$ cat src/rtl/divisor_pkg.sv
// Shared types and helpers for the restoring divider.
//   estado_t   : FSM states of the divider
//   TAMANO_DEF : default operand width
//   neg_cond   : conditional two's complement negation (wide; callers truncate)
package divisor_pkg;

  localparam int unsigned TAMANO_DEF = 8;
  localparam int unsigned ANCHO_MAX  = 64;

  typedef enum logic [2:0] {
    IDLE = 3'd0,
    LOAD = 3'd1,
    DIV  = 3'd2,
    FIX  = 3'd3,
    FIN  = 3'd4
  } estado_t;

  // Negation is width-agnostic in the low bits, so callers zero-extend in and
  // truncate out; the low bits are exact two's complement at any width.
  function automatic logic [ANCHO_MAX-1:0] neg_cond(input logic [ANCHO_MAX-1:0] x,
                                                    input logic                 neg);
    return neg ? (~x + ANCHO_MAX'(1)) : x;
  endfunction

endpackage

$ cat src/rtl/divisor_restoring_paso.sv
// One combinational restoring-division iteration.
//   a_i         : partial remainder A (W+1 bits)
//   q_msb_i     : bit shifted out of the quotient register into A
//   m_i         : divisor magnitude
//   a_nuevo_o_c : next partial remainder (restored or reduced)
//   q_bit_o_c   : quotient bit produced by this iteration
module paso_restador #(
  parameter int unsigned W = 8
) (
  input  logic [W:0]   a_i,
  input  logic         q_msb_i,
  input  logic [W-1:0] m_i,
  output logic [W:0]   a_nuevo_o_c,
  output logic         q_bit_o_c
);

  // One spare bit above A so the trial subtraction's sign is never ambiguous.
  logic [W+1:0] desplazado;
  logic [W+1:0] tentativo;

  always_comb begin
    desplazado  = {a_i, q_msb_i};
    tentativo   = desplazado - {2'b00, m_i};
    a_nuevo_o_c = (W+1)'(tentativo);
    q_bit_o_c   = 1'b1;
    if (tentativo[W+1]) begin
      a_nuevo_o_c = (W+1)'(desplazado);
      q_bit_o_c   = 1'b0;
    end
  end

endmodule

$ cat src/rtl/divisor_restoring.sv
// Sequential signed restoring divider, one quotient bit per clock.
//   CLOCK/RESET : rising-edge clock, asynchronous active-low reset
//   START       : request, sampled only in IDLE
//   dividendo   : signed dividend, divisor : signed divisor (captured on accept)
//   cociente    : signed quotient, resto : signed remainder (held until next accept)
//   BUSY        : high from the accepting edge until FIN is left
//   DONE        : one-cycle pulse, results valid while high
//   DIV0        : divide-by-zero flag, valid with DONE
module divisor_restoring
  import divisor_pkg::*;
#(
  parameter int unsigned tamano = TAMANO_DEF
) (
  input  logic              CLOCK,
  input  logic              RESET,
  input  logic              START,
  input  logic [tamano-1:0] dividendo,
  input  logic [tamano-1:0] divisor,
  output logic [tamano-1:0] cociente,
  output logic [tamano-1:0] resto,
  output logic              BUSY,
  output logic              DONE,
  output logic              DIV0
);

  localparam int unsigned W  = tamano;
  localparam int unsigned CW = $clog2(tamano + 1);

  estado_t       estado_q, estado_d;
  logic [W:0]    a_q, a_d;
  logic [W-1:0]  q_q, q_d;
  logic [W-1:0]  m_q, m_d;
  logic [CW-1:0] cnt_q, cnt_d;
  logic          sd_q, sd_d;
  logic          sv_q, sv_d;
  logic [W-1:0]  dvd_q, dvd_d;
  logic [W-1:0]  dvs_q, dvs_d;
  logic [W-1:0]  coc_q, coc_d;
  logic [W-1:0]  resto_q, resto_d;
  logic          div0_q, div0_d;
  logic          busy_q, busy_d;
  logic          done_q, done_d;

  logic [W:0]    a_nuevo;
  logic          q_bit;

  paso_restador #(.W(W)) u_paso (
    .a_i         (a_q),
    .q_msb_i     (q_q[W-1]),
    .m_i         (m_q),
    .a_nuevo_o_c (a_nuevo),
    .q_bit_o_c   (q_bit)
  );

  // State and datapath registers.
  always_ff @(posedge CLOCK or negedge RESET) begin
    if (!RESET) begin
      estado_q <= IDLE;
      a_q      <= '0;
      q_q      <= '0;
      m_q      <= '0;
      cnt_q    <= '0;
      sd_q     <= 1'b0;
      sv_q     <= 1'b0;
      dvd_q    <= '0;
      dvs_q    <= '0;
      coc_q    <= '0;
      resto_q  <= '0;
      div0_q   <= 1'b0;
      busy_q   <= 1'b0;
      done_q   <= 1'b0;
    end else begin
      estado_q <= estado_d;
      a_q      <= a_d;
      q_q      <= q_d;
      m_q      <= m_d;
      cnt_q    <= cnt_d;
      sd_q     <= sd_d;
      sv_q     <= sv_d;
      dvd_q    <= dvd_d;
      dvs_q    <= dvs_d;
      coc_q    <= coc_d;
      resto_q  <= resto_d;
      div0_q   <= div0_d;
      busy_q   <= busy_d;
      done_q   <= done_d;
    end
  end

  // Next-state and datapath control.
  always_comb begin
    estado_d = estado_q;
    a_d      = a_q;
    q_d      = q_q;
    m_d      = m_q;
    cnt_d    = cnt_q;
    sd_d     = sd_q;
    sv_d     = sv_q;
    dvd_d    = dvd_q;
    dvs_d    = dvs_q;
    coc_d    = coc_q;
    resto_d  = resto_q;
    div0_d   = div0_q;

    case (estado_q)
      IDLE: begin
        if (START) begin
          dvd_d    = dividendo;
          dvs_d    = divisor;
          sd_d     = dividendo[W-1];
          sv_d     = divisor[W-1];
          div0_d   = 1'b0;
          estado_d = LOAD;
        end
      end
      LOAD: begin
        // Divide-by-zero passes through FIX so both paths publish results
        // from the same stage, two edges after acceptance at the earliest.
        if (dvs_q == '0) begin
          div0_d   = 1'b1;
          estado_d = FIX;
        end else begin
          q_d      = W'(neg_cond(ANCHO_MAX'(dvd_q), sd_q));
          m_d      = W'(neg_cond(ANCHO_MAX'(dvs_q), sv_q));
          a_d      = '0;
          cnt_d    = CW'(W);
          estado_d = DIV;
        end
      end
      DIV: begin
        a_d   = a_nuevo;
        q_d   = {q_q[W-2:0], q_bit};
        cnt_d = cnt_q - CW'(1);
        if (cnt_q == CW'(1)) begin
          estado_d = FIX;
        end
      end
      FIX: begin
        if (div0_q) begin
          coc_d   = '1;
          resto_d = dvd_q;
        end else begin
          coc_d   = W'(neg_cond(ANCHO_MAX'(q_q), sd_q ^ sv_q));
          resto_d = W'(neg_cond(ANCHO_MAX'(a_q[W-1:0]), sd_q));
        end
        estado_d = FIN;
      end
      FIN: begin
        estado_d = IDLE;
      end
      default: begin
        estado_d = IDLE;
      end
    endcase

    busy_d = (estado_d != IDLE);
    done_d = (estado_d == FIN);
  end

  assign cociente = coc_q;
  assign resto    = resto_q;
  assign BUSY     = busy_q;
  assign DONE     = done_q;
  assign DIV0     = div0_q;

endmodule
$ cat config.mk
export PLATFORM = sky130hd
export DESIGN_NAME = divisor_restoring
export DESIGN_NICKNAME = d
export VERILOG_FILES = /design/src/rtl/divisor_pkg.sv /design/src/rtl/divisor_restoring_paso.sv /design/src/rtl/divisor_restoring.sv
export SDC_FILE = /design/constraint.sdc
export NUM_CORES = 1
export LEC_CHECK = 0
export CAP_MARGIN = 20
export CELL_PAD_IN_SITES_DETAIL_PLACEMENT = 1
export CELL_PAD_IN_SITES_GLOBAL_PLACEMENT = 2
export CORE_MARGIN = 8
export CORE_UTILIZATION = 40
export CTS_BUF_LIST = sky130_fd_sc_hd__clkbuf_8
export CTS_CLUSTER_DIAMETER = 100
export CTS_CLUSTER_SIZE = 16
export DETAILED_ROUTE_END_ITERATION = 12
export PLACE_DENSITY_LB_ADDON = 0.25
export RECOVER_POWER = 25
export REMOVE_ABC_BUFFERS = 1
export SLEW_MARGIN = 30
export SYNTH_ARGS = -nofsm -noshare
export SYNTH_HDL_FRONTEND = slang
export SYNTH_SLANG_ARGS = --single-unit
export TNS_END_PERCENT = 50
$ cat constraint.sdc
create_clock -name CLOCK -period 5.4 [get_ports CLOCK]
set_clock_uncertainty 0.05 [all_clocks]
set_input_delay 0.81 -clock CLOCK [delete_from_list [all_inputs] [get_ports CLOCK]]
set_output_delay 0.81 -clock CLOCK [all_outputs]
set_load 0.03 [all_outputs]
==> metrics, run 1 <==
antenna violations before repair 0; largest fanout on the critical path 7; Global Route Usage Sum approximately 15%; Core Area just over 9000 um^2; worst vdd ir 0.000269 V; number of buffers inserted by port buffering 37; result of the run finished clean; final hold slack roughly 0.43 ns; most frequently used flop master after synthesis dfrtp_1; synthesis-to-layout area growth 19.5%; path type of the worst min-delay path flip-flop to flip-flop; wire length of the first global-routing pass between 10 and 15 mm; pin slew with the least headroom to its limit 0.672 ns; CTS Hold Bufs 0; post-CTS clock slew at the launch and capture registers of the worst setup and hold paths about 0.070 ns; die width roughly 110 um; post-CTS resize count 0; share of layout cells above drive strength 1 a little under a tenth; library cell occupying the most area in the post-synthesis netlist dfrtp_1; cells along the critical path ha_1 > a21o_1 > a221o_1 > a21oi_1 > xnor2_1 > buf_4 > mux2i_1 > o22ai_1; number of core rows 35; number of unique standard cell types used by synthesis between 40 and 50; Critical Path Start Type flip-flop; Post-CTS Repair Setup Buffers 0; Worst Setup Slack, final ~2.8 ns; initial core utilization about 40%; highest cell delay on the worst timing path approximately 0.46 ns; fin util about half; maximum clock frequency just under 400 MHz; Total Nets Final 457; mean area per synthesized cell approximately 9.4 um^2; number of enable flip-flop cells after synthesis 0; Slew HR 55.2%; Die Outline Area roughly 12000 um^2; leading post-synthesis cells by cell area dfrtp_1, nand2_1, xnor2_1, ha_1, mux2i_1; Ports 38; Routed WL per cell between 15 and 20 um; share of synthesized area occupied by flip-flops and latches a little under half; leakage power ~1.9 nW; TritonCTS clock tree built; die height 112 um; ratio of final minimum period to clock period 48.1%; cell area after placement a little over 4000 um^2; accumulated negative setup slack 0 ns; Slowest cell on crit path dfrtp_1; minimum setup slack after placement ~2.8 ns; wire length reported by the detailed router 8.74 mm; reported max-cap violation count 0; YS warnings 0; total standard cell area after synthesis about 3700 um^2; post-synthesis instance total roughly 390; count of antenna diodes in the layout 0; nature of the critical path endpoint flip-flop; clock buffers created by TritonCTS 9; number of pins exceeding their max-slew limit in the final report 0; Final ANT Viol Nets 0; final hold violation count 0; number of DRC violations after detailed routing 0; CTS root buf clkbuf_8; DPL Wire Length 6.40 mm; 1st-pass router iterations 4; per-cell via count in the routed design 5.30; overflow left after global routing 0; first-iteration detailed-routing DRC count 100; cell area power density 745 nW/um^2; data required time of the worst path approximately 5.5 ns; unrepaired setup endpoints after global routing no; final weighted congestion in routability-driven placement 0.764; number of global-route vias before repair a little over 3000; number of sinks handled by clock tree synthesis between 60 and 70; vias after detailed routing about 2900; flop and latch count out of synthesis between 60 and 70; clock network latency to the later pin of the worst-skew pair 0.34 ns; number of setup violations in the final report 0; final critical delay including setup and external delays roughly 2.6 ns; Clock Path Buffers 2; crit path DAT between 2 and 3 ns; share of the synthesized area in the top cell type 45.8%; post-route standard cell area excluding fillers approximately 4400 um^2; maximum number of pins on one net before global-route repair 68; critical path start-end classification flip-flop to flip-flop; fraction of registers with async set/reset 100%; H-tree lvl count 3
-- state kept, by name (all words and copies together), names as in the netlist, 3 cells and up --
register / count
a_q: 9
cociente: 8
m_q: 8
q_q: 8
resto: 8
dvd_q: 7
dvs_q: 7
cnt_q: 4
estado_q: 3
-- report_power, final --
part           leakage, nW  total [mW]  internal (mW)  switching, mW
logic                0.984        1.74          0.790          0.946
clock network        0.123       0.520          0.320          0.200
registers            0.819       0.999          0.737          0.262
total                 1.93        3.26           1.85           1.41
-- critical path: cells and delay by family (launching register included) --
family	cells	cell delay (ns)
flip-flops	1	0.46
XOR/XNOR	1	0.25
multiplexers	1	0.21
AO/OA/AOI/OAI	4	0.83
adder cells (fa/ha/maj)	1	0.40
buffers and inverters	1	0.26
-- kinds of logic (layout without fill, tap and decap cells) --
family                     count (synthesis)  after routing  share of synthesized area (%)
and+or+nand+nor                          124            124                           15.4
AOI/OAI and AO/OA                         85             85                           13.9
DFF                                       67             67                           45.8
buffers and inverters                     41             81                           4.75
xor gates and xnor gates                  29             29                           6.94
muxes                                     27             27                           7.83
adders and majority gates                 15             15                           5.34
-- per-stage QoR --
| stage | cells | power, mW |
|---|---|---|
| after floorplan | 369 | 2.23 |
| after global placement | 523 | 2.71 |
| after detailed placement | 523 | 2.77 |
| after CTS | 539 | 3.31 |
| after global routing | 539 | 3.54 |
| final | 539 | 3.26 |
-- layer usage --
layer | wire, um | share of wire [%] | GRT usage, %
met5 | 0 | 0 | 0
met4 | 196 | 2.2 | 6.75
met3 | 274 | 3.1 | 3.25
met2 | 4510 | 52 | 26.5
met1 | 3760 | 43 | 16.3
-- layout make-up --
type,count,area (um^2)
fill,1030,4690
multi-input combinational,280,1810
sequential,67,1680
timing repair buffer,43,410
tap,111,139
clock buffer,10,138
clock inverter,6,111
inverter,22,82.6
-- cell usage in the layout, fill, tap and decap left out, types with 4 or more instances in the layout --
cell,instances
a21oi_1,19
a31oi_1,8
buf_4,4
clkbuf_8,10
clkdlybuf4s50_1,36
dfrtp_1,67
ha_1,14
inv_1,21
mux2_2,12
mux2i_1,14
nand2_1,54
nand2b_1,6
nor2_1,34
nor3_1,7
o211ai_1,6
o21ai_0,21
o21ai_1,9
o22ai_1,7
xnor2_1,22
xor2_1,7
-- cells in the mapped netlist (2+ instances only) --
library cell	number
nor2b_1	2
a21oi_1	19
nand2b_1	6
or4_1	2
buf_1	3
nor4b_1	3
o31ai_1	3
buf_2	4
o21ai_1	9
and3_1	2
o22ai_1	7
nand2_1	54
xnor2_1	22
ha_1	14
a22oi_1	2
inv_1	21
mux2i_1	14
o211ai_1	6
dfrtp_1	67
mux2_2	12
nor2_1	34
nor3_1	7
o21ai_0	21
clkbuf_1	10
buf_6	2
nor4_1	3
a21o_1	3
nand3_1	3
xor2_1	7
a31oi_1	8
-- worst paths after layout --
| kind | slack (ns) | depth (start not counted) | endpoint | from |
|---|---|---|---|---|
| setup / recovery | 2.80 | 8 | a_q[3]$_DFFE_PN0P_ | a_q[5]$_DFFE_PN0P_ |
| hold / removal | 0.43 | 2 | resto[6]$_DFFE_PN0P_ | resto[6]$_DFFE_PN0P_ |
| setup reg to reg | 2.80 | 8 | a_q[3]$_DFFE_PN0P_ | a_q[5]$_DFFE_PN0P_ |
| hold reg to reg | 0.43 | 2 | resto[6]$_DFFE_PN0P_ | resto[6]$_DFFE_PN0P_ |
| max in group asynchronous | 4.37 | 2 | m_q[6]$_DFFE_PN0P_ | RESET |
| min in group asynchronous | 0.50 | 2 | cociente[1]$_DFFE_PN0P_ | RESET |
No activity file was read; power rests on OpenSTA's default activity.
==> inputs of run 2 (changes only) <==
--- a/config.mk
+++ b/config.mk
@@ -9,7 +9,7 @@
 export CELL_PAD_IN_SITES_DETAIL_PLACEMENT = 1
 export CELL_PAD_IN_SITES_GLOBAL_PLACEMENT = 2
 export CORE_MARGIN = 8
-export CORE_UTILIZATION = 40
+export CORE_UTILIZATION = 33
 export CTS_BUF_LIST = sky130_fd_sc_hd__clkbuf_8
 export CTS_CLUSTER_DIAMETER = 100
 export CTS_CLUSTER_SIZE = 16
==> constraint.sdc (replaced) <==
create_clock -name CLOCK -period 2.1 [get_ports CLOCK]
set_clock_uncertainty 0.05 [all_clocks]
set_input_delay 0.315 -clock CLOCK [delete_from_list [all_inputs] [get_ports CLOCK]]
set_output_delay 0.315 -clock CLOCK [all_outputs]
set_load 0.03 [all_outputs]
==> metrics, run 2 (synthesis results as in run 1) <==
final weighted congestion in routability-driven placement ~0.75; Crit Reg-Reg Startpoint a_q[5]$_DFFE_PN0P_; clock buffers created by TritonCTS 9; reported max-cap violation count 0; largest fanout on the critical path 6; largest register by flop count a_q; violations in the final reports negative setup slack; minimum setup slack after placement -0.166 ns; Clock Path Buffers 2; path type of the worst min-delay path flip-flop to flip-flop; Die Outline Area 14700 um^2; count of antenna diodes in the layout 0; depth of the worst register-to-register path 8; result of the run finished with violations; H-tree lvl count 3; number of core rows 38; die width between 100 and 150 um; wire length of the first global-routing pass approximately 17 mm; nature of the critical path endpoint flip-flop; wire length reported by the detailed router approximately 10 mm; Slew HR between 20% and 30%; critical path start-end classification flip-flop to flip-flop; cell area power density 1910 nW/um^2; final critical delay including setup and external delays between 2 and 2.5 ns; unrepaired setup endpoints after global routing yes; DPL Wire Length between 7 and 8 mm; destination of the worst hold path resto[1]$_DFFE_PN0P_; number of pins exceeding their max-slew limit in the final report 0; antenna violations before repair 0; hold path depth 2; Core Area 10800 um^2; first-iteration detailed-routing DRC count 100; clock network latency to the later pin of the worst-skew pair around 0.35 ns; crit path DAT between 2 and 2.5 ns; Ports 38; number of buffers inserted by port buffering 37; 1st-pass router iterations 4; number of sinks handled by clock tree synthesis 67; worst vdd ir approximately 0.00060 V; commonest cells after routing, fill and taps aside dfrtp_1, nand2_1, buf_4, clkdlybuf4s50_1, nor2_1; cells along the critical path ha_4 > a21o_1 > a221o_1 > a21oi_2 > xnor2_2 > clkbuf_16 > mux2i_1 > o22ai_1; number of DRC violations after detailed routing 0; number of setup violations in the final report 9; CTS root buf clkbuf_8; most common library cell in the layout ignoring fill and taps dfrtp_1; overflow left after global routing 0; Slowest cell on crit path dfrtp_1; critical hold path startpoint resto[1]$_DFFE_PN0P_; leakage power 2.15 nW; maximum number of pins on one net before global-route repair 49; post-CTS clock slew at the launch and capture registers of the worst setup and hold paths roughly 0.08 ns; share of layout cells above drive strength 1 about a quarter; final cell count without fillers just over 600; maximum clock frequency 452 MHz; Routed WL per cell between 15 and 20 um; final hold violation count 0; pin slew with the least headroom to its limit around 1.1 ns; Global Route Usage Sum between 10 and 15%; flip-flop count of the largest register after layout 9; highest cell delay on the worst timing path between 0.4 and 0.5 ns; Total Nets Final 503; Final ANT Viol Nets 0; ratio of final minimum period to clock period 105%; TritonCTS clock tree built; number of global-route vias before repair 3258; per-cell via count in the routed design about 4.9; data required time of the worst path ~2.3 ns; synthesis-to-layout area growth 34.3%; FF-to-FF setup slack -0.11 ns; die height between 100 and 150 um; vias after detailed routing 3038; initial core utilization 33.7%; Worst Setup Slack, final -0.114 ns; capture point of the worst reg-to-reg path a_q[6]$_DFFE_PN0P_; instance count after placement with tap cells included between 500 and 600; Critical Path Start Type flip-flop
-- run 2: cell types whose count changed in the layout (fill, tap and decap cells not counted), sizes merged --
cell and delta:
buf +41, clkbuf +5, bufinv -3, dlygate4sd3 +1, clkinv +1, clkinvlp +1
-- run 2: timing repair --
item                                    4_1_cts  5_1_grt
endpoints found under the setup margin       26       24
endpoints found under the hold margin        19        0
gates resized for setup                      22       21
hold buffers                                  1        0
buffers inserted                              2        2
pin swaps                                     7       15
cloned                                        1        1
-- run 2: worst max-delay path, delay by kind of cell (launching register included) --
family,cells,cell delay [ns]
buffers and inverters,1,0.20
DFF,1,0.42
muxes,1,0.20
AOI/OAI and AO/OA,4,0.78
xor gates and xnor gates,1,0.16
adders and majority gates,1,0.27
-- run 2: layout make-up --
cell class | count | area [um^2]
clock buffer | 11 | 151
clock inverter | 5 | 28.8
fill | 1255 | 5930
inverter | 22 | 82.6
multi-input combinational | 280 | 1970
sequential | 67 | 1680
tap | 140 | 175
timing repair buffer | 89 | 825
-- run 2: power by group --
| part | internal [mW] | leakage [nW] | total, mW | switching (mW) |
|---|---|---|---|---|
| combinational | 2.93 | 1.24 | 5.89 | 2.96 |
| sequential | 1.90 | 0.817 | 2.49 | 0.590 |
| clock | 0.485 | 0.0925 | 1.02 | 0.532 |
| total | 5.31 | 2.15 | 9.40 | 4.08 |
-- run 2: metal layers --
metal,up-vias,wire [um],track usage (%)
li1,1502,-,-
met1,1487,4610,17.8
met2,39,4960,24.7
met3,10,388,3.68
met4,0,111,4.39
met5,-,0,0
-- run 2: per-stage QoR --
| step | hold WS, ns | instance area [um^2] | TNS [ns] | total power, mW | utilization (%) |
|---|---|---|---|---|---|
| after detailed placement | 0.254 | 4510 | -1.61 | 7.86 | 41.6 |
| final | 0.433 | 4910 | -0.754 | 9.40 | 45.3 |
| after global routing | 0.455 | 4910 | -2.36 | 10.2 | 45.3 |
| after global placement | 0.250 | 4510 | -0.868 | 7.70 | 41.6 |
| after floorplan | -0.0306 | 3570 | -20.08 | 5.75 | - |
| after CTS | 0.394 | 4850 | -0.951 | 9.38 | 44.7 |
-- run 2: how the worst max path moves through the flow --
stage / endpoint / slack [ns] / depth (start not counted) / start
global route: a_q[8]$_DFFE_PN0P_ / -0.24 / 11 / q_q[7]$_DFFE_PN0P_
detailed placement: a_q[1]$_DFFE_PN0P_ / -0.17 / 9 / a_q[3]$_DFFE_PN0P_
floorplan: dvd_q[2]$_DFFE_PN0P_ / -0.96 / 2 / estado_q[2]$_DFF_PN0_
CTS: a_q[1]$_DFFE_PN0P_ / -0.16 / 8 / a_q[3]$_DFFE_PN0P_
finish: a_q[6]$_DFFE_PN0P_ / -0.11 / 8 / a_q[5]$_DFFE_PN0P_
global placement: a_q[4]$_DFFE_PN0P_ / -0.12 / 8 / a_q[5]$_DFFE_PN0P_
==> inputs of run 3 (changes only) <==
--- a/config.mk
+++ b/config.mk
@@ -5,7 +5,7 @@
 export SDC_FILE = /design/constraint.sdc
 export NUM_CORES = 1
 export LEC_CHECK = 0
-export CAP_MARGIN = 20
+export CAP_MARGIN = 30
 export CELL_PAD_IN_SITES_DETAIL_PLACEMENT = 1
 export CELL_PAD_IN_SITES_GLOBAL_PLACEMENT = 2
 export CORE_MARGIN = 8
==> results of run 3 <==
No change in the layout: final DEF, timing and power equal those of run 2.
